## config.mk

```make
export PLATFORM = sky130hd
export DESIGN_NAME = sprite_locator_flat
export DESIGN_NICKNAME = d
export VERILOG_FILES = /design/src/rtl/sprite_locator_pkg.sv /design/src/rtl/sprite_locator_if.sv /design/src/rtl/sprite_locator_seq_divider.sv /design/src/rtl/sprite_locator.sv /design/src/flat_wrapper.sv
export SDC_FILE = /design/constraint.sdc
export NUM_CORES = 1
export LEC_CHECK = 0
export BUFFER_PORTS_ARGS = -buffer_cell sky130_fd_sc_hd__buf_2
export CORE_UTILIZATION = 35
export DETAILED_ROUTE_END_ITERATION = 8
export GPL_TIMING_DRIVEN = 0
export SYNTH_ARGS = -nofsm -noshare
export SYNTH_HDL_FRONTEND = slang
export SYNTH_SLANG_ARGS = --single-unit
```

## constraint.sdc

```tcl
create_clock -name clock -period 5.3 [get_ports clock]
set_input_delay 0.53 -clock clock [delete_from_list [all_inputs] [get_ports clock]]
set_output_delay 0.53 -clock clock [all_outputs]
set_load 0.005 [all_outputs]
```

## src/rtl/sprite_locator_pkg.sv

```systemverilog
// Shared definitions for the sprite locator slice.
//   chan_t  : one 8-bit color channel
//   SUM_W   : coordinate accumulator / dividend width (sized for 1024x768)
//   CNT_W   : matching-pixel counter / divisor width
//   HC_W/VC_W : hcount / vcount widths of the video stream
//   state_t : control FSM encoding
package sprite_locator_pkg;
  localparam int SUM_W = 30;
  localparam int CNT_W = 20;
  localparam int HC_W  = 11;
  localparam int VC_W  = 10;

  typedef logic [7:0] chan_t;

  typedef enum logic [1:0] {
    IDLE    = 2'd0,
    DIV_X   = 2'd1,
    DIV_Y   = 2'd2,
    PUBLISH = 2'd3
  } state_t;
endpackage

```

## src/rtl/sprite_locator_if.sv

```systemverilog
// Video stream in / sprite position out bundle for sprite_locator.
//   hcount, vcount, display, pixel : pixel stream shared with the sprite renderers
//   x, y, found, valid, busy       : per-frame locate result and divider status
// slave  : the locator (consumes the stream, drives the result)
// master : the stream source / result consumer
interface sprite_locator_if;
  import sprite_locator_pkg::*;

  logic [HC_W-1:0] hcount;
  logic [VC_W-1:0] vcount;
  logic            display;
  logic [23:0]     pixel;
  logic [HC_W-1:0] x;
  logic [VC_W-1:0] y;
  logic            found;
  logic            valid;
  logic            busy;

  modport slave  (input  hcount, vcount, display, pixel,
                  output x, y, found, valid, busy);
  modport master (output hcount, vcount, display, pixel,
                  input  x, y, found, valid, busy);
endinterface

```

## src/rtl/sprite_locator_seq_divider.sv

```systemverilog
// Restoring unsigned divider, one quotient bit per cycle, truncating.
//   clock, reset_n : pixel clock, async active-low reset
//   start          : load dividend/divisor; accepted even in the done cycle
//   dividend       : DATA_W-bit numerator
//   divisor        : DIV_W-bit denominator (caller guarantees non-zero)
//   done           : high during the last iteration cycle, DATA_W cycles after start
//   quotient       : valid while done is high
module sprite_locator_seq_divider
  import sprite_locator_pkg::*;
#(
  parameter int DATA_W = SUM_W,
  parameter int DIV_W  = CNT_W
) (
  input  logic              clock,
  input  logic              reset_n,
  input  logic              start,
  input  logic [DATA_W-1:0] dividend,
  input  logic [DIV_W-1:0]  divisor,
  output logic              done,
  output logic [DATA_W-1:0] quotient
);
  localparam int STEP_W = $clog2(DATA_W);

  logic              running;
  logic [STEP_W-1:0] step;
  // quo shifts dividend bits out of the top and quotient bits in at the bottom
  logic [DATA_W-1:0] quo;
  logic [DIV_W-1:0]  rem;
  logic [DIV_W-1:0]  dsr;
  logic [DIV_W:0]    rem_sh;
  logic [DIV_W:0]    trial;
  logic              q_bit;
  logic [DIV_W-1:0]  rem_next;

  always_comb begin
    rem_sh   = {rem, quo[DATA_W-1]};
    trial    = rem_sh - {1'b0, dsr};
    q_bit    = (rem_sh >= {1'b0, dsr});
    // Either branch is below the divisor, so it always fits DIV_W bits
    rem_next = DIV_W'(q_bit ? trial : rem_sh);
    // Final quotient is presented combinationally so the caller can capture it
    // and restart the divider on the same edge
    quotient = {quo[DATA_W-2:0], q_bit};
    done     = running && (step == STEP_W'(DATA_W - 1));
  end

  always_ff @(posedge clock or negedge reset_n) begin
    if (!reset_n) begin
      running <= 1'b0;
      step    <= '0;
    end else if (start) begin
      running <= 1'b1;
      step    <= '0;
    end else if (running) begin
      if (done) running <= 1'b0;
      else      step    <= step + 1'b1;
    end
  end

  always_ff @(posedge clock) begin
    if (start) begin
      quo <= dividend;
      rem <= '0;
      dsr <= divisor;
    end else if (running) begin
      quo <= quotient;
      rem <= rem_next;
    end
  end
endmodule

```

## src/rtl/sprite_locator.sv

```systemverilog
// Locates a colored sprite in the pixel stream and reports its top-left corner.
// Pixels within TOLERANCE of TARGET_COLOR on every channel are accumulated;
// at end of active video the sums are divided by the count to get the
// centroid, RADIUS is removed, and one result is published per frame.
//   clock   : pixel clock
//   reset_n : asynchronous active-low reset
//   vid     : stream in (hcount/vcount/display/pixel), result out
//             (x/y/found, one-cycle valid, busy while dividing/publishing)
module sprite_locator
  import sprite_locator_pkg::*;
#(
  parameter logic [23:0]      TARGET_COLOR = 24'hFF_00_FF,
  parameter logic [7:0]       TOLERANCE    = 8'd24,
  parameter int               RADIUS       = 16,
  parameter logic [CNT_W-1:0] MIN_COUNT    = 20'd64,
  parameter int               V_ACTIVE     = 768
) (
  input  logic             clock,
  input  logic             reset_n,
  sprite_locator_if.slave  vid
);
  function automatic logic chan_ok(chan_t a, chan_t b);
    chan_t d;
    d = (a > b) ? (a - b) : (b - a);
    return d <= TOLERANCE;
  endfunction

  // Remove RADIUS from a centroid coordinate, clamped to [0, limit]
  function automatic logic [SUM_W-1:0] sat_corner(logic [SUM_W-1:0] c,
                                                  logic [SUM_W-1:0] limit);
    logic [SUM_W-1:0] d;
    if (c < SUM_W'(RADIUS)) return '0;
    d = c - SUM_W'(RADIUS);
    return (d > limit) ? limit : d;
  endfunction

  logic            match_p1;
  logic [HC_W-1:0] hcount_p1;
  logic [VC_W-1:0] vcount_p1;
  logic [VC_W-1:0] vcount_p2;
  logic            frame_end;

  // ---- stage 1: color match, coordinates delayed alongside ----
  always_ff @(posedge clock or negedge reset_n) begin
    if (!reset_n) begin
      match_p1  <= 1'b0;
      vcount_p1 <= '0;
      vcount_p2 <= '0;
    end else begin
      match_p1  <= vid.display
                   && chan_ok(vid.pixel[23:16], TARGET_COLOR[23:16])
                   && chan_ok(vid.pixel[15:8],  TARGET_COLOR[15:8])
                   && chan_ok(vid.pixel[7:0],   TARGET_COLOR[7:0]);
      vcount_p1 <= vid.vcount;
      vcount_p2 <= vcount_p1;
    end
  end

  always_ff @(posedge clock) hcount_p1 <= vid.hcount;

  assign frame_end = (vcount_p1 == VC_W'(V_ACTIVE)) && (vcount_p2 != VC_W'(V_ACTIVE));

  // ---- stage 2: accumulate matches, clear on frame end ----
  logic [SUM_W-1:0] sum_x, sum_y, snap_y;
  logic [CNT_W-1:0] count, snap_cnt;
  logic             count_ok;

  always_ff @(posedge clock or negedge reset_n) begin
    if (!reset_n) begin
      sum_x <= '0;
      sum_y <= '0;
      count <= '0;
    end else if (frame_end) begin
      sum_x <= '0;
      sum_y <= '0;
      count <= '0;
    end else if (match_p1) begin
      sum_x <= sum_x + SUM_W'(hcount_p1);
      sum_y <= sum_y + SUM_W'(vcount_p1);
      count <= count + 1'b1;
    end
  end

  assign count_ok = (count >= MIN_COUNT) && (count != '0);

  // ---- divide / publish control ----
  state_t           state, state_nx;
  logic             div_start, div_done, cx_load, cy_load, pub_found;
  logic [SUM_W-1:0] div_dividend, div_quot, cx, cy;
  logic [CNT_W-1:0] div_divisor;
  logic             take_frame;

  // A frame end seen outside IDLE is dropped; only IDLE takes a snapshot
  assign take_frame = (state == IDLE) && frame_end;

  always_ff @(posedge clock or negedge reset_n) begin
    if (!reset_n) state <= IDLE;
    else          state <= state_nx;
  end

  always_comb begin
    state_nx     = state;
    div_start    = 1'b0;
    div_dividend = sum_x;
    div_divisor  = count;
    cx_load      = 1'b0;
    cy_load      = 1'b0;
    case (state)
      IDLE: begin
        if (frame_end) begin
          if (count_ok) begin
            div_start = 1'b1;
            state_nx  = DIV_X;
          end else begin
            state_nx  = PUBLISH;
          end
        end
      end
      DIV_X: begin
        if (div_done) begin
          cx_load      = 1'b1;
          div_start    = 1'b1;
          div_dividend = snap_y;
          div_divisor  = snap_cnt;
          state_nx     = DIV_Y;
        end
      end
      DIV_Y: begin
        if (div_done) begin
          cy_load  = 1'b1;
          state_nx = PUBLISH;
        end
      end
      PUBLISH: state_nx = IDLE;
      default: state_nx = IDLE;
    endcase
  end

  sprite_locator_seq_divider #(.DATA_W(SUM_W), .DIV_W(CNT_W)) seq_divider (
    .clock    (clock),
    .reset_n  (reset_n),
    .start    (div_start),
    .dividend (div_dividend),
    .divisor  (div_divisor),
    .done     (div_done),
    .quotient (div_quot)
  );

  always_ff @(posedge clock) begin
    if (take_frame) begin
      snap_y   <= sum_y;
      snap_cnt <= count;
    end
    if (cx_load) cx <= div_quot;
    if (cy_load) cy <= div_quot;
  end

  logic [HC_W-1:0] x_q;
  logic [VC_W-1:0] y_q;
  logic            found_q, valid_q;

  always_ff @(posedge clock or negedge reset_n) begin
    if (!reset_n) begin
      pub_found <= 1'b0;
      x_q       <= '0;
      y_q       <= '0;
      found_q   <= 1'b0;
      valid_q   <= 1'b0;
    end else begin
      if (take_frame)   pub_found <= 1'b0;
      else if (cy_load) pub_found <= 1'b1;
      valid_q <= (state == PUBLISH);
      if (state == PUBLISH) begin
        found_q <= pub_found;
        // A miss keeps the last known position
        if (pub_found) begin
          x_q <= HC_W'(sat_corner(cx, SUM_W'((1 << HC_W) - 1)));
          y_q <= VC_W'(sat_corner(cy, SUM_W'((1 << VC_W) - 1)));
        end
      end
    end
  end

  assign vid.x     = x_q;
  assign vid.y     = y_q;
  assign vid.found = found_q;
  assign vid.valid = valid_q;
  assign vid.busy  = (state != IDLE);
endmodule

```

## src/flat_wrapper.sv

```systemverilog
// flat-port wrapper written by rule: the top's interface ports become plain ports
module sprite_locator_flat import sprite_locator_pkg::*;
#(
  parameter logic [23:0]      TARGET_COLOR = 24'hFF_00_FF,
  parameter logic [7:0]       TOLERANCE    = 8'd24,
  parameter int               RADIUS       = 16,
  parameter logic [CNT_W-1:0] MIN_COUNT    = 20'd64,
  parameter int               V_ACTIVE     = 768
)
  (clock, reset_n, vid_hcount, vid_vcount, vid_display, vid_pixel, vid_x, vid_y, vid_found, vid_valid, vid_busy);
  sprite_locator_if vid_i ();
  input  logic clock;
  input  logic reset_n;
  input wire logic [$bits(vid_i.hcount)-1:0] vid_hcount;
  input wire logic [$bits(vid_i.vcount)-1:0] vid_vcount;
  input wire logic [$bits(vid_i.display)-1:0] vid_display;
  input wire logic [$bits(vid_i.pixel)-1:0] vid_pixel;
  output wire logic [$bits(vid_i.x)-1:0] vid_x;
  output wire logic [$bits(vid_i.y)-1:0] vid_y;
  output wire logic [$bits(vid_i.found)-1:0] vid_found;
  output wire logic [$bits(vid_i.valid)-1:0] vid_valid;
  output wire logic [$bits(vid_i.busy)-1:0] vid_busy;
  assign vid_i.hcount = vid_hcount;
  assign vid_i.vcount = vid_vcount;
  assign vid_i.display = vid_display;
  assign vid_i.pixel = vid_pixel;
  assign vid_x = vid_i.x;
  assign vid_y = vid_i.y;
  assign vid_found = vid_i.found;
  assign vid_valid = vid_i.valid;
  assign vid_busy = vid_i.busy;
  sprite_locator #(.TARGET_COLOR(TARGET_COLOR), .TOLERANCE(TOLERANCE), .RADIUS(RADIUS), .MIN_COUNT(MIN_COUNT), .V_ACTIVE(V_ACTIVE)) u_core (.clock(clock), .reset_n(reset_n), .vid(vid_i));
endmodule
```

==> impl_metrics.py <==
metrics = {
    "logic_synthesis": {
        "synth-async-reset-ratio_pct": 41.0,
        "ys_seq_area_share_pct": 57.5,
        "netlist_instances": 1366,
        "synth_seq_cells": 324,
        "ys.flop_type": "edfxtp_1",
        "yosys.cell_types.count": 81,
        "ys_warn_count": 0,
        "synth-edff-count": 160,
        "netlist_area_um2": 15200,
        "syn-num-nets": 1468,
        "synth_area_per_cell_um2": 11.1,
    },
    "detailed_routing": {
        "drc": 1,
        "dr.first_iter.drc_count": 779,
        "drt-vias-per-instance": 5.04,
        "wl_mm": 33.0,
        "drt-wirelength-per-cell_um": 15.8,
        "via_count": 10529,
        "dr.pass1.iters": 7,
        "final_antenna_net_count": 0,
    },
    "critical_path": {
        "required_ns": 5.43,
        "cp_num_cells": 8,
        "crit_fanout": 54,
        "crit_arrival_ns": 4.58,
        "critical_path_class": "reg -> reg",
        "r2r_cells": 8,
        "path_cells": "nor4_1 > nand4_1 > a41oi_1 > and2_1 > buf_2 > nand2_1 > clkbuf_1 > nand2_1",
        "critical_path.top_delay_family": "simple AND/OR/NAND/NOR gates",
        "crit_top_cell": "nand2_1",
        "critical-path-slowest-cell": "nand2_1",
        "endpoint_kind": "flip-flop",
        "path_buf_inv": 2,
        "critPathMaxStageDelay_ns": 0.97,
        "critPathLaunchType": "flip-flop",
    },
    "floorplan": {
        "placementRows": 76,
        "dieWidth_um": 211,
        "die_h_um": 211,
        "core_area_um2": 43000,
        "ios": 72,
        "die_area_um2": 44300,
        "start_util_pct": 35.4,
    },
    "global_routing": {
        "grt_pass1_wl_mm": 54.0,
        "globalRouteTotalUtil_pct": 15.0,
        "grt_pass1_vias": 10287,
        "grt_start_max_net_pins": 73,
        "overflow": 0,
        "antenna_found_initial": 1,
    },
    "pwr": {
        "p_leak_nw": 7.22,
        "p_total_mw": 5.24,
        "power_density_nw_per_um2": 299,
        "ir_worst_vdd_mv": 0.236,
    },
    "sta": {
        "timing.slew.headroom_pct": 17.3,
        "finalSetupViolCount": 0,
        "fin_hold_ws_ns": 0.0104,
        "hold_viol": 0,
        "finalSetupTns_ns": 0,
        "fin_skew_ns": 0.0105,
        "maxSlewViolCount": 0,
        "period_needed_ns": 4.44,
        "rsz0062_at_grt": "no",
        "fin_crit_sh_pct": 83.8,
        "fin_ws_ns": 0.857,
        "fmax_mhz": 225,
        "worst_slew_pin_slew_ns": 1.24,
    },
    "cts": {
        "cts.clk_slew.worst_paths_ns": 0.06,
        "cts_setup_buffers": 0,
        "cts_tree": "built",
        "cts_buffers": 36,
        "cts_hold_buf": 0,
        "cts_resized": 0,
        "h-tree-depth": 2,
        "ctsLongestPathBuffers": 3,
        "cts_sinks": 324,
        "clock_latency_ns": 0.52,
        "ctsRootBufferMaster": "clkbuf_16",
    },
    "flow_run": {
        "maxCapViolCount": 0,
    },
    "final_layout": {
        "final_util_pct": 40.7,
        "diodes": 0,
        "fin_area_um2": 17500,
        "syn2layout_area_growth_pct": 15.0,
        "fillers": 4149,
        "nets": 1579,
        "drive_gt1_share_pct": 10.9,
        "stdcell_count": 2089,
    },
    "placed_design": {
        "dpl_cell_area_um2": 16400,
        "dp_slack_ns": 0.741,
        "place.gp.congestion": 0.867,
        "dp_hpwl_mm": 23.7,
        "portBuffers": 71,
        "placed_cells": 2024,
    },
    "min_path": {
        "holdCritPathClass": "in -> async",
    },
    "run_status": {
        "status": "finished, violations left",
        "failed_checks": "design-rule violations",
    },
}
-- registers in the layout (all words and copies together) (netlist names), 2 cells and up --
register	flops
u_core.vid.y	10
u_core.count	20
u_core.seq_divider.rem	20
u_core.cx	30
u_core.hcount_p1	11
u_core.vcount_p1	10
u_core.snap_cnt	20
u_core.seq_divider.quo	30
u_core.seq_divider.step	5
u_core.vcount_p2	10
u_core.sum_x	30
u_core.snap_y	30
u_core.seq_divider.dsr	20
u_core.vid.x	11
u_core.state	2
u_core.sum_y	30
u_core.cy	30
-- Yosys cell counts, types with 8 or more instances --
cell      count  area, µm²
edfxtp_1    160       4800
nand2_1     135        507
dfrtp_1     133       3330
nor2_1      129        484
o21ai_0      88        440
a21oi_1      87        435
mux2i_1      57        571
inv_1        55        206
ha_1         51        638
xor2_1       47        412
clkbuf_1     38        143
xnor2_1      38        333
dfxtp_1      31        621
nor3_1       31        155
nand3_1      27        135
nand4_1      22        138
nor4_1       20        125
a31oi_1      16        100
or3_1        16        100
a21o_1       13       97.6
a221o_1      10        100
buf_2        10       50.1
o21a_1       10       75.1
and2_1        9       56.3
and3_1        9       56.3
a211oi_1      8       60.1
-- cells by family (layout without fill, tap and decap cells) --
| family | count (synthesis) | in the layout | share of synthesized area, % |
|---|---|---|---|
| AND/OR/NAND/NOR | 441 | 441 | 13.8 |
| flip-flops | 324 | 324 | 57.5 |
| AO/OA/AOI/OAI | 291 | 291 | 12.2 |
| buffers and inverters | 110 | 248 | 2.92 |
| XOR/XNOR | 85 | 85 | 4.89 |
| multiplexers | 60 | 60 | 3.97 |
| adder cells (fa/ha/maj) | 55 | 55 | 4.65 |
-- area by class of cell --
cell class	instances	area (µm²)	area share, %
Tap cell	585	732	4.18
Clock inverter	20	171	0.980
Multi-Input combinational cell	932	6020	34.4
Inverter	56	210	1.20
Sequential cell	324	8750	50.0
Timing Repair Buffer	73	409	2.34
Clock buffer	45	966	5.52
Buffer	54	235	1.34
-- layout by cell type, fill, tap and decap left out, types with 8 or more instances in the layout --
cell type and instances:
and2_1 8, nor3_1 31, xnor2_1 38, edfxtp_1 160, nor4_1 20, o21a_1 10, or3_1 16, clkbuf_1 44
clkbuf_16 37, a31oi_1 16, xor2_1 47, dfxtp_1 31, a211oi_1 8, inv_1 55, a221o_1 10, nor2_1 129
buf_2 80, nand4_1 22, a21oi_1 87, nand2_1 135, ha_1 51, and3_1 9, a21o_1 13, o21ai_0 88
nand3_1 27, mux2i_1 57, dfrtp_1 133
-- worst register-to-register path, stage by stage, from the launching register on --
cell and delay [ns]:
dfrtp_1 0.42, nor4_1 0.28, nand4_1 0.13, a41oi_1 0.60, and2_1 0.21, buf_2 0.92
nand2_1 0.20, clkbuf_1 0.31, nand2_1 0.97
-- worst paths after layout --
check                                              start                             endpoint  slack, ns
setup reg to reg           u_core.vcount_p1[1]$_DFF_PN0_  u_core.seq_divider.quo[3]$_DFFE_PP_       0.86
hold reg to reg            u_core.vcount_p1[2]$_DFF_PN0_        u_core.vcount_p2[2]$_DFF_PN0_       0.42
max in group asynchronous                        reset_n         u_core.count[15]$_DFFE_PN0P_       4.47
hold / removal                                   reset_n          u_core.vid.y[1]$_DFFE_PN0P_       0.01
min in group clock                         vid_hcount[1]          u_core.hcount_p1[1]$_DFF_P_       0.10
setup / recovery           u_core.vcount_p1[1]$_DFF_PN0_  u_core.seq_divider.quo[3]$_DFFE_PP_       0.86
-- power breakdown --
part / internal, mW / switching (mW)
combinational: 0.0699 / 0.0990
sequential: 2.65 / 0.0208
clock: 1.40 / 1.00
-- routing by layer --
metal	GRT usage, %	wire [µm]	vias to the layer above
met4	4.90	739	0
li1	-	-	5192
met1	21.1	15800	5092
met5	0	0	-
met2	24.1	15200	199
met3	1.98	1200	46
(Power assumes the default switching activity.)
